`config.mk`:
```
export PLATFORM = sky130hd
export DESIGN_NAME = regfile_wb_arbiter_flat
export DESIGN_NICKNAME = d
export VERILOG_FILES = /design/src/rtl/regfile_wb_arbiter_if.sv /design/src/rtl/regfile_wb_arbiter.sv /design/src/flat_wrapper.sv
export SDC_FILE = /design/constraint.sdc
export NUM_CORES = 1
export LEC_CHECK = 0
export ABC_AREA = 1
export CORE_ASPECT_RATIO = 0.75
export CORE_MARGIN = 2
export CORE_UTILIZATION = 40
export DETAILED_ROUTE_END_ITERATION = 16
export DONT_BUFFER_PORTS = 1
export HOLD_SLACK_MARGIN = 0.15
export PLACE_DENSITY = 0.58
export SLEW_MARGIN = 40
export SYNTH_ARGS = -nofsm -noshare
export SYNTH_HDL_FRONTEND = slang
export SYNTH_SLANG_ARGS = --single-unit
```
`constraint.sdc`:
```
create_clock -name clk -period 2.6 [get_ports clk]
set_input_delay 0.65 -clock clk [delete_from_list [all_inputs] [get_ports clk]]
set_output_delay 0.65 -clock clk [all_outputs]
set_load 0.05 [all_outputs]
```
`src/rtl/regfile_wb_arbiter_if.sv`:
```
// regfile_wb_arbiter_if: ALU/load writeback requests and the register-file write port
interface regfile_wb_arbiter_if #(
   parameter int DATA_W = 32,
   parameter int ADDR_W = 5
);
   logic              AluValid;
   logic              AluReady;
   logic [0:ADDR_W-1] AluAddr;
   logic [0:DATA_W-1] AluData;
   logic              LdValid;
   logic              LdReady;
   logic [0:ADDR_W-1] LdAddr;
   logic [0:DATA_W-1] LdData;
   logic [0:1]        LdSize;
   logic              LdUnsigned;
   logic              Stall;
   logic              WrEn;
   logic [0:ADDR_W-1] WrAddr;
   logic [0:DATA_W-1] WrData;
   logic              LastGrant;
   modport master (
      output AluValid, AluAddr, AluData, LdValid, LdAddr, LdData, LdSize, LdUnsigned, Stall,
      input  AluReady, LdReady, WrEn, WrAddr, WrData, LastGrant
   );
   modport slave (
      input  AluValid, AluAddr, AluData, LdValid, LdAddr, LdData, LdSize, LdUnsigned, Stall,
      output AluReady, LdReady, WrEn, WrAddr, WrData, LastGrant
   );
endinterface

```
`src/rtl/regfile_wb_arbiter.sv`:
```
// regfile_wb_arbiter: round-robin share of the register-file write port between ALU and load writeback
module regfile_wb_arbiter #(
   parameter int DATA_W  = 32,
   parameter int ADDR_W  = 5,
   parameter int DROP_R0 = 1
) (
   input logic clk,
   input logic rst,
   regfile_wb_arbiter_if.slave bus
);
   logic              aluGo, ldGo, aluDrop, ldDrop, signB, signH;
   logic [0:DATA_W-1] ldExt;
   // gating with rst keeps X valids during reset away from the ready outputs
   assign bus.AluReady = ~rst & ~bus.Stall & bus.AluValid & (~bus.LdValid | bus.LastGrant);
   assign bus.LdReady  = ~rst & ~bus.Stall & bus.LdValid & (~bus.AluValid | ~bus.LastGrant);
   assign aluGo   = bus.AluValid & bus.AluReady;
   assign ldGo    = bus.LdValid & bus.LdReady;
   assign aluDrop = (DROP_R0 != 0) && (bus.AluAddr == '0);
   assign ldDrop  = (DROP_R0 != 0) && (bus.LdAddr == '0);
   always_comb begin
      signB = bus.LdData[DATA_W-8] & ~bus.LdUnsigned;
      signH = bus.LdData[DATA_W-16] & ~bus.LdUnsigned;
      ldExt = bus.LdSize == 2'b00 ? {{(DATA_W-8){signB}}, bus.LdData[DATA_W-8:DATA_W-1]} :
              bus.LdSize == 2'b01 ? {{(DATA_W-16){signH}}, bus.LdData[DATA_W-16:DATA_W-1]} :
              bus.LdData;
   end
   always_ff @(posedge clk) begin
      if (rst) begin
         bus.WrEn      <= 1'b0;
         bus.WrAddr    <= '0;
         bus.WrData    <= '0;
         bus.LastGrant <= 1'b1;
      end else begin
         bus.WrEn <= (aluGo & ~aluDrop) | (ldGo & ~ldDrop);
         if (aluGo | ldGo) begin
            bus.WrAddr    <= aluGo ? bus.AluAddr : bus.LdAddr;
            bus.WrData    <= aluGo ? bus.AluData : ldExt;
            bus.LastGrant <= ldGo;
         end
      end
   end
endmodule

```
`src/flat_wrapper.sv`:
```
// flat-port wrapper written by rule: the top's interface ports become plain ports
module regfile_wb_arbiter_flat 
#(
   parameter int DATA_W  = 32,
   parameter int ADDR_W  = 5,
   parameter int DROP_R0 = 1
)
  (clk, rst, bus_AluValid, bus_AluAddr, bus_AluData, bus_LdValid, bus_LdAddr, bus_LdData, bus_LdSize, bus_LdUnsigned, bus_Stall, bus_AluReady, bus_LdReady, bus_WrEn, bus_WrAddr, bus_WrData, bus_LastGrant);
  regfile_wb_arbiter_if #(.DATA_W(DATA_W), .ADDR_W(ADDR_W)) bus_i ();
  input logic clk;
  input logic rst;
  input wire logic [$bits(bus_i.AluValid)-1:0] bus_AluValid;
  input wire logic [$bits(bus_i.AluAddr)-1:0] bus_AluAddr;
  input wire logic [$bits(bus_i.AluData)-1:0] bus_AluData;
  input wire logic [$bits(bus_i.LdValid)-1:0] bus_LdValid;
  input wire logic [$bits(bus_i.LdAddr)-1:0] bus_LdAddr;
  input wire logic [$bits(bus_i.LdData)-1:0] bus_LdData;
  input wire logic [$bits(bus_i.LdSize)-1:0] bus_LdSize;
  input wire logic [$bits(bus_i.LdUnsigned)-1:0] bus_LdUnsigned;
  input wire logic [$bits(bus_i.Stall)-1:0] bus_Stall;
  output wire logic [$bits(bus_i.AluReady)-1:0] bus_AluReady;
  output wire logic [$bits(bus_i.LdReady)-1:0] bus_LdReady;
  output wire logic [$bits(bus_i.WrEn)-1:0] bus_WrEn;
  output wire logic [$bits(bus_i.WrAddr)-1:0] bus_WrAddr;
  output wire logic [$bits(bus_i.WrData)-1:0] bus_WrData;
  output wire logic [$bits(bus_i.LastGrant)-1:0] bus_LastGrant;
  assign bus_i.AluValid = bus_AluValid;
  assign bus_i.AluAddr = bus_AluAddr;
  assign bus_i.AluData = bus_AluData;
  assign bus_i.LdValid = bus_LdValid;
  assign bus_i.LdAddr = bus_LdAddr;
  assign bus_i.LdData = bus_LdData;
  assign bus_i.LdSize = bus_LdSize;
  assign bus_i.LdUnsigned = bus_LdUnsigned;
  assign bus_i.Stall = bus_Stall;
  assign bus_AluReady = bus_i.AluReady;
  assign bus_LdReady = bus_i.LdReady;
  assign bus_WrEn = bus_i.WrEn;
  assign bus_WrAddr = bus_i.WrAddr;
  assign bus_WrData = bus_i.WrData;
  assign bus_LastGrant = bus_i.LastGrant;
  regfile_wb_arbiter #(.DATA_W(DATA_W), .ADDR_W(ADDR_W), .DROP_R0(DROP_R0)) u_core (.clk(clk), .rst(rst), .bus(bus_i));
endmodule
```
; ---- After elaboration in Yosys (flattened, before gate mapping)
; Cells that the tools add are included.
[op_classes]
addsub = 0
n_mul = 0
n_div = 0
order_cmp = 0
n_eq_ne = 1
shift = 0
muxes = 4
bitwise = 23
reduce_logical = 3
[ops]
columns = op, n
row1 = $mux W32, 3
row2 = $and A1 B1 Y1, 11
row3 = $logic_not A5 Y1, 2
row4 = $not A1 Y1, 8
row5 = $mux W5, 1
row6 = $or A1 B1 Y1, 4
row7 = $eq A2 B1 Y1 const B, 1
row8 = $logic_not A2 Y1, 1
[totals]
register_bits = 39
latch_bits = 0
mem_bits_rw = 0
romBits = 0
inputBits = 82
output_inout_bits = 41
elab_cells = 35
n_memories = 0

; ---- Longest topological paths before layout
; Gate-level depths: netlist of the first run.
[logic_depth]
ltp_word = 7
ltp_mapped = 8
mapped_depth_nobuf = 7

; ---- Worst setup path after synthesis of the first run
; No wires, ideal clock.
[synth_path]
kind = reg2out
start = register u_core.bus.LastGrant
end = output port bus_AluReady
arrival_time_ns = 1.480
required_time_ns = 1.950
setup_slack_ns = 0.470
path_stages_with_launch = 6
path_buffers = 1
cell_sequence = dfxtp_1 -> inv_1 -> nand2_1 -> nand3_4 -> buf_2 -> inv_1
[synth_via]
elab_chain_len = 2
[synth_lines]
columns = element, line
row1 = "start, declared", regfile_wb_arbiter_if.sv:27  ; output AluReady, LdReady, WrEn, WrAddr, WrData, LastGrant
row2 = "start signal, assigned", regfile_wb_arbiter.sv:38  ; bus.LastGrant <= ldGo;
row3 = $or A1 B1 Y1, regfile_wb_arbiter.sv:14  ; assign bus.AluReady = ~rst & ~bus.Stall & bus.AluValid & (~bus.LdValid | bus.LastGrant);
row4 = $and A1 B1 Y1, regfile_wb_arbiter.sv:14
row5 = "end, declared", flat_wrapper.sv:21  ; output wire logic [$bits(bus_i.AluReady)-1:0] bus_AluReady;
; Every way passes these cells.

; ---- Worst setup path after layout of the first run
[layout_path]
start = input port rst
end = output port bus_LdReady
[layout_via]
elab_chain_len = 4
[layout_lines]
columns = element, line
row1 = "start, declared", flat_wrapper.sv:11  ; input logic rst;
row2 = $not A1 Y1, regfile_wb_arbiter.sv:15  ; assign bus.LdReady = ~rst & ~bus.Stall & bus.LdValid & (~bus.AluValid | ~bus.LastGrant);
row3 = $and A1 B1 Y1 (3 in a row), regfile_wb_arbiter.sv:15
row4 = "end, declared", flat_wrapper.sv:22  ; output wire logic [$bits(bus_i.LdReady)-1:0] bus_LdReady;
; Every way passes these cells.

==> results of run 1 <==
==> through the flow <==
step	power [mW]	worst slack, ns	hold slack (ns)	instance area, sq um	util
after floorplan	1.04	0.470	0.747	2450	-
after global placement	1.08	0.671	0.536	2460	0.421
after detailed placement	1.08	0.635	0.536	2460	0.421
after CTS	1.62	0.667	0.548	2580	0.441
after global routing	1.69	0.602	0.588	2580	0.441
final	1.60	0.671	0.548	2580	0.441
==> worst max-delay path: cells and delay by family <==
kind                   cells  cell delay (ns)
buffers and inverters      1             0.32
and+or+nand+nor            2             0.30
==> routing by layer <==
metal | wire length, um | global-route usage | vias to the layer above | part of all wire
li1 | - | - | 1215 | -
met1 | 3190 | 0.268 | 1069 | 0.46
met2 | 3050 | 0.335 | 82 | 0.44
met3 | 697 | 0.0820 | 4 | 0.10
met4 | 48 | 0.0580 | 0 | 0.0069
met5 | 0 | 0 | - | 0
==> power groups by stage <==
stage	sequential (mW)	combinational [mW]	clock (mW)
floorplan	0.828	0.214	0
global placement	0.834	0.245	0
detailed placement	0.834	0.248	0
CTS	0.820	0.250	0.555
global route	0.826	0.289	0.578
finish	0.820	0.248	0.531
==> placed cells by master (no fill, tap or decap) <==
cell,n
inv_2,2
dfxtp_1,39
nor2_1,77
nand2_1,86
a21boi_0,9
nand2_2,3
nor2_2,1
nand3b_1,37
clkinv_2,1
o21ai_0,9
nand3_4,1
bufinv_16,1
clkbuf_8,6
o211ai_1,1
nand3_2,1
nor2_4,1
and2_0,1
inv_1,30
nand3_1,63
buf_4,8
nor3_1,2
==> final cells by class <==
cell class / count / area (sq um)
clock buffers: 6 / 82.6
clock inverters: 2 / 35.0
fillers: 646 / 3270
inverters: 32 / 120
multi-input cells: 292 / 1410
flip-flops and latches: 39 / 781
well taps: 78 / 97.6
repair buffers: 8 / 60.1
==> cells by family after synthesis <==
kind of cell           synth area share
buffers and inverters             0.107
AND/OR/NAND/NOR                   0.525
AO/OA/AOI/OAI                    0.0491
flip-flops                        0.319
==> registers in the layout, indices dropped and copies added, names as in the netlist <==
name / flops
u_core.bus.WrAddr: 5
u_core.bus.LastGrant: 1
u_core.bus.WrData: 32
u_core.bus.WrEn: 1
==> worst min-delay path by stage <==
stage	start	endpoint	slack (ns)
4_1_cts	u_core.bus.LastGrant	u_core.bus.LastGrant	0.55
3_5_place_dp	u_core.bus.LastGrant	u_core.bus.LastGrant	0.54
6_report	u_core.bus.LastGrant	u_core.bus.LastGrant	0.55
3_3_place_gp	u_core.bus.LastGrant	u_core.bus.LastGrant	0.54
5_1_grt	bus_LdData[16]	u_core.bus.WrData[15]	0.59
2_1_floorplan	u_core.bus.LastGrant	u_core.bus.LastGrant	0.75
==> results.md, run 1 <==
- Crit-path slowest cell: inv_2
- Total Routing Usage GR: 0.211
- Final setup fails: 0
- Share of layout cells above drive strength 1: 0.0660
- IO buf count: 0
- First-pass GRT wire length: 11.3 mm
- RSZ-0062 raised after global routing: false
- Total negative slack: 0 ns
- Clock Skews: 0.00255 ns
- Total number of vias: 2,370
- Clk_lat worst skew: 0.28 ns
- Clk pin slew, worst setup/hold paths: 0.08 ns
- Max rail drop VDD: approximately 0.22 mV
- H-Tree Depth: 2
- Largest net degree at the start of global routing: 39
- Placed cells: 449
- Slew Limit Fails: 0
- Max Fclk: between 500 and 600 MHz
- Top FF cell, synth: dfxtp_1
- Starting DRT DRC Count: about 120
- Worst path cell trace: nor2_4 > nand3_2 > inv_2
- Clock power share: 0.332
- Post-synth EDFFs: 0
- Gr ovfl total: 0
- Status: completed
- Initial DRT Pass Iterations: 4
- Max stage delay on crit path: 0.32 ns
- Ys async rst share: 0
- Total CTS buffers: 5
- Synth warn: 0
- RR Startpoint: u_core.bus.LastGrant
- R2R setup slack: between 0.9 and 1 ns
- Die area: between 6000 and 7000 sq um
- Worst Hold Depth: 2
- Count leader, synth: nand2_1
- Critical Path Source: rst
- Post-synth top area share: 0.319
- Synth area leaders: dfxtp_1, nand2_1, nand3_1
- Required @ worst endpoint: approximately 2.0 ns
- Via/cell ratio: 5.19
- WL/cell: around 15 um
- ANT cells: 0
- Sw Pwr: 554 uW
- Gate Count Post-Synth: 390
- Worst endpoint data arrival time: 1.28 ns
- Clock root cell: clkbuf_8
- Worst-margin pin slew: ~0.54 ns
- PD cells: about 620 nW/um^2
- DRC: 0
- Worst setup EP type: output port
- Final wirelength: 6.99 mm
- Int Pwr: 1.04 mW
- Synth area leader: dfxtp_1
- Synth top cells by count: nand2_1, nor2_1, nand3_1
- Rel. slew slack: 0.640
- Worst Setup Start Kind: input pin
- Final worst path period share: 0.742
- Logic gate share of total power: 0.155
- Antenna violations before repair: 0
- Net Sw Frac: 0.347
- Crit path kind: in2out
- Final Net Count: 460
- Setup Buffers After CTS: 0
- Leak: about 1.2 nW
- Site Rows: 24
- Max cap viols: 0
- Flop pwr share: 0.513
- Non-filler cells, final: 457
- Die W: ~94 um
- Post-route ant nets: 0
- Critical Path Sink: bus_LdReady
- CTS tree: done
- Gpl congestion: 0.777
- Clock sink count: 39
- Synthesized area per cell: 6.28 sq um
- Dpl hpwl: approximately 4.7 mm
- Number of global-route vias before repair: 2,337
- Minimum clock period: between 1.5 and 2 ns
- Worst reg2reg endpoint: u_core.bus.WrData[26]
- CORE AREA: 5860 sq um
- Clock tree buffer depth: 2
- Starting Density: 0.418
- Mapped Nets: 472
- Cell variety after synth: 21
- Reg2Reg Depth: 8
- Synthesized cell area: 2450 sq um
- Chip height: between 70 and 80 um
- Post-CTS resize count: 0
- Io pins: between 100 and 150
- # hold bufs at CTS: 0
- Critical path fanouts, max: 9
- Area grow syn2layout: 5.47%
- Hold Crit Class: reg2reg
- #FFs+latches synth: 39
- Final hold vios: 0
- Seq/Total Area, Yosys: 0.319
(Power assumes the default switching activity.)
==> inputs of run 2 (changes only) <==
==> constraint.sdc (replaced) <==
create_clock -name clk -period 1.8 [get_ports clk]
set_input_delay 0.45 -clock clk [delete_from_list [all_inputs] [get_ports clk]]
set_output_delay 0.45 -clock clk [all_outputs]
set_load 0.05 [all_outputs]
==> run 2 against run 1 <==
- clock-buffer cell count is 2 higher
- sequential share of layout area is 0.43 points lower
- clock skew is 0.0031 ns higher
- critical path type is now reg2out
- highest routed layer unchanged
==> results.md, run 2 (synthesis results as in run 1) <==
- Status: completed
- Share of layout cells above drive strength 1: 0.0805
- Max rail drop VDD: about 0.32 mV
- Busiest grt layer: met2
- Die W: 94.3 um
- Final hold vios: 0
- Number of global-route vias before repair: 2,299
- Final wirelength: 6.99 mm
- Max cap viols: 0
- PD cells: 843 nW/um^2
- Post-route ant nets: 0
- Critical path fanouts, max: 9
- Worst reg2reg endpoint: u_core.bus.WrData[12]
- Area after DPL: 2520 sq um
- Commonest non-fill, non-tap cell in the layout: nand2_1
- First-pass GRT wire length: about 11 mm
- Worst Setup Start Kind: flop
- Area of the multi-input gates: roughly 1400 sq um
- Starting DRT DRC Count: 103
- Final setup fails: 0
- Biggest register: u_core.bus.WrData
- Dpl hpwl: approximately 4.9 mm
- Via/cell ratio: 5.17
- Max Fclk: 621 MHz
- CORE AREA: between 5000 and 6000 sq um
- Critical Path Sink: bus_LdReady
- CTS tree: done
- # hold bufs at CTS: 0
- Hold Crit Class: in2reg
- R2R setup slack: 0.31 ns
- Minimum clock period: 1.61 ns
- Total CTS buffers: 5
- RR Startpoint: u_core.bus.LastGrant
- Clock sink count: 39
- ANT cells: 0
- Total number of vias: approximately 2,400
- Initial DRT Pass Iterations: 6
- Regs by FF count: u_core.bus.WrData x32, u_core.bus.WrAddr x5
- Required @ worst endpoint: ~1.4 ns
- WL/cell: 15.1 um
- H-Tree Depth: 2
- Io pins: about 120
- Critical Path Source: u_core.bus.LastGrant
- DRC: 0
- Slew Limit Fails: 0
- Starting Density: 0.418
- Largest net degree at the start of global routing: 39
- Final worst slack: 0.191 ns
- Pre-CTS setup slack: 0.230 ns
- Area grow syn2layout: 7.16%
- Die area: 6770 sq um
- Worst-margin pin slew: ~0.54 ns
- Leak: 1.25 nW
- Gpl congestion: 0.759
- Site Rows: 24
- Worst setup EP type: output port
- Final worst path period share: 0.894
- Clk_lat worst skew: 0.28 ns
- Final Net Count: ~470
- Chip height: 71.7 um
- IO buf count: 0
- Grt met3 use: 0.0715
- Largest register FFs: 32
- Post-CTS resize count: 0
- Clk pin slew, worst setup/hold paths: 0.08 ns
- Total Routing Usage GR: 0.209
- Antenna violations before repair: 0
- Worst endpoint data arrival time: 1.16 ns
- Gr ovfl total: 0
- Total negative slack: 0 ns
- Reg2Reg Depth: 7
- Setup Buffers After CTS: 0
- Clock root cell: clkbuf_8
- Sequential cell area: approximately 780 sq um
- Clock tree buffer depth: 2
- Clock Skews: approximately 0.0057 ns
- Met2 usage: 0.338
- Most frequent cells in the layout: nand2_1, nor2_1, nand3_1
- Final instance area: 2620 sq um
- Rel. slew slack: 0.638
- Crit path kind: reg2out
- Fill count: between 600 and 700
- Met1 Usage GRT: 0.268
- RSZ-0062 raised after global routing: false
==> run 2: changes by cell type in the layout (fill, tap and decap cells not counted), sizes merged <==
| cell | delta |
|---|---|
| buf | +6 |
| bufinv | -1 |
| clkbuf | +2 |
| clkinv | -1 |
==> run 2: how the worst min path moves through the flow <==
stage	startpoint	cells past startpoint	slack, ns	end
3_5_place_dp	u_core.bus.LastGrant	2	0.51	u_core.bus.LastGrant
2_1_floorplan	u_core.bus.LastGrant	2	0.63	u_core.bus.LastGrant
5_1_grt	bus_LdData[0]	4	0.39	u_core.bus.WrData[31]
4_1_cts	bus_AluAddr[4]	4	0.36	u_core.bus.WrEn
6_report	bus_LdData[7]	4	0.37	u_core.bus.WrData[24]
3_3_place_gp	u_core.bus.LastGrant	2	0.51	u_core.bus.LastGrant
==> run 2: critical path: stages (launching register included) <==
cell and delay [ns]:
dfxtp_2 0.33, nand2_1 0.10, nand3_2 0.13, inv_2 0.31
==> run 2: power breakdown <==
part | internal [mW] | switching [mW]
sequential | 0.926 | 0.259
combinational | 0.146 | 0.227
clock | 0.350 | 0.301
==> run 2: metal layers <==
metal	share of wire	up-vias
li1	-	1225
met1	0.45	1075
met2	0.44	89
met3	0.11	4
met4	0.0079	0
met5	0	-
==> run 2: cell type report <==
class,count,share of cell area
multi-input combinational,292,0.536
timing repair buffer,14,0.0448
clock buffer,8,0.0382
inverter,32,0.0458
tap,78,0.0372
sequential,39,0.298
==> run 2: metrics by stage <==
step                hold WS (ns)  utilization  std cells  total power [mW]
detailed placement         0.506        0.431        455              1.58
global route               0.394        0.448        463              2.32
CTS                        0.362        0.448        463              2.24
global placement           0.506        0.431        455              1.57
floorplan                  0.628            -        390              1.51
finish                     0.374        0.448        463              2.21
==> RTL edit: new RTL, flow settings as in run 1 <==
Make the reset (`rst`) asynchronous in one clocked block.
--- a/src/rtl/regfile_wb_arbiter.sv
+++ b/src/rtl/regfile_wb_arbiter.sv
@@ -26,3 +26,3 @@
    end
-   always_ff @(posedge clk) begin
+   always_ff @(posedge clk or posedge rst) begin
       if (rst) begin
Check against the original RTL: differs if rst is asserted again (counterexample within 4 cycles, from zero or initial values and one cycle with rst high); with rst held inactive, the same outputs for 10 cycles.
==> RTL edit against run 1 <==
Setup slack worse by 0.45 ns. Wire length is 8.8% lower. Clock skew is 0.0097 ns higher. Final area is 1.7% lower. Area after synthesis is 0.41% lower. Sequential cell count stayed put. Non-clock buffer count is 1 lower. Register-to-register slack worse by 0.45 ns. Total power is 32% higher. Sequential share of layout area is 8.3 points higher. Critical path type is now flip-flop to primary output. Critical endpoint is now bus_AluReady. Largest cell class unchanged. Highest routed layer unchanged.
==> RTL edit: results (changes against run 1) <==
| Metric | Value |
|---|---|
| Yosys cell types | `19 (was 21)` |
| Compound-gate portion of the synthesized area | `0.616% (was 4.91%)` |
| Placed insts | `437 (was 449)` |
| Routability cong. | `0.738 (was 0.777)` |
| Hold WC Path Type | `input port to asynchronous set/reset pin (was flip-flop to flip-flop)` |
| Peak VDD IR | `388 uV (was 223 uV)` |
| Share of layout cells above drive strength 1 | `10.4% (was 6.60%)` |
| Status | `finished clean (unchanged)` |
| Crit path max fanout | `20 (was 9)` |
| CP max-delay cell | `dfstp_2 (was inv_2)` |
| M3 GR Usage | `6.73% (was 8.20%)` |
| Fillers | `644 (was 646)` |
| First-pass GRT wire length | `9990 um (was 11300 um)` |
| Via density | `4.88 (was 5.19)` |
| HPWL after detailed placement | `4570 um (was 4730 um)` |
| Metal-1 WL | `3010 um (was 3190 um)` |
| Mean Syn Cell Area | `6.55 sq um (was 6.28 sq um)` |
| Met3 routed WL | `582 um (was 697 um)` |
| Async SR Flop Fraction | `100% (was 0%)` |
| Clk_skew | `0.0122 ns (was 0.00255 ns)` |
| Largest net degree at the start of global routing | `38 (was 39)` |
| Setup WS pre-CTS | `0.432 ns (was 0.635 ns)` |
| Cell area after placement | `2450 sq um (was 2460 sq um)` |
| Number of global-route vias before repair | `2040 (was 2337)` |
| Grt met1 use | `26.6% (was 26.8%)` |
| GRT Util Overall | `18.7% (was 21.1%)` |
| Slew margin rel. | `55.3% (was 64.0%)` |
RTL edit: changes by cell type after synthesis, moves of 25 or more:
cell	delta
nand3_1	-25
nand3b_1	-37
dfrtp_1	+38
nand2_1	+95
nor2_1	-72
dfxtp_1	-39
RTL edit: path summary, 6_finish.rpt:
kind / from / to / slack (ns) / cells after the start
hold reg to reg: u_core.bus.LastGrant$_DFFE_PP1P_ / u_core.bus.LastGrant$_DFFE_PP1P_ / 0.66 / 2
max in group asynchronous: rst / u_core.bus.WrData[16]$_DFFE_PP0P_ / 2.06 / 2
setup reg to reg: u_core.bus.LastGrant$_DFFE_PP1P_ / u_core.bus.WrData[16]$_DFFE_PP0P_ / 0.51 / 8
setup / recovery: u_core.bus.LastGrant$_DFFE_PP1P_ / bus_AluReady / 0.22 / 4
min in group clk: bus_AluAddr[4] / u_core.bus.WrEn$_DFF_PP0_ / 0.52 / 2
hold / removal: rst / u_core.bus.WrData[0]$_DFFE_PP0P_ / 0.27 / 2
RTL edit: worst max-delay path: cells and delay by family, from the launching register on:
family | cells | cell delay [ns]
buffers and inverters | 2 | 0.39
DFF | 1 | 0.71
and+or+nand+nor | 2 | 0.33
RTL edit: cell type report:
class                   instances  area (sq um)  area share, %
inverters                      57           214           8.44
well taps                      78          97.6           3.85
repair buffers                  7          52.6           2.07
clock inverters                 1          5.00          0.197
multi-input cells             256          1110           43.9
flip-flops and latches         39           977           38.5
clock buffers                   7          76.3           3.01
RTL edit: power by group through the flow:
| stage | clock (uW) | combinational [uW] | sequential (uW) |
|---|---|---|---|
| final | 404 | 328 | 1380 |
| after global routing | 442 | 387 | 1400 |
| after CTS | 419 | 334 | 1380 |
| after detailed placement | 0 | 332 | 1390 |
| after global placement | 0 | 328 | 1390 |
| after floorplan | 0 | 291 | 1360 |
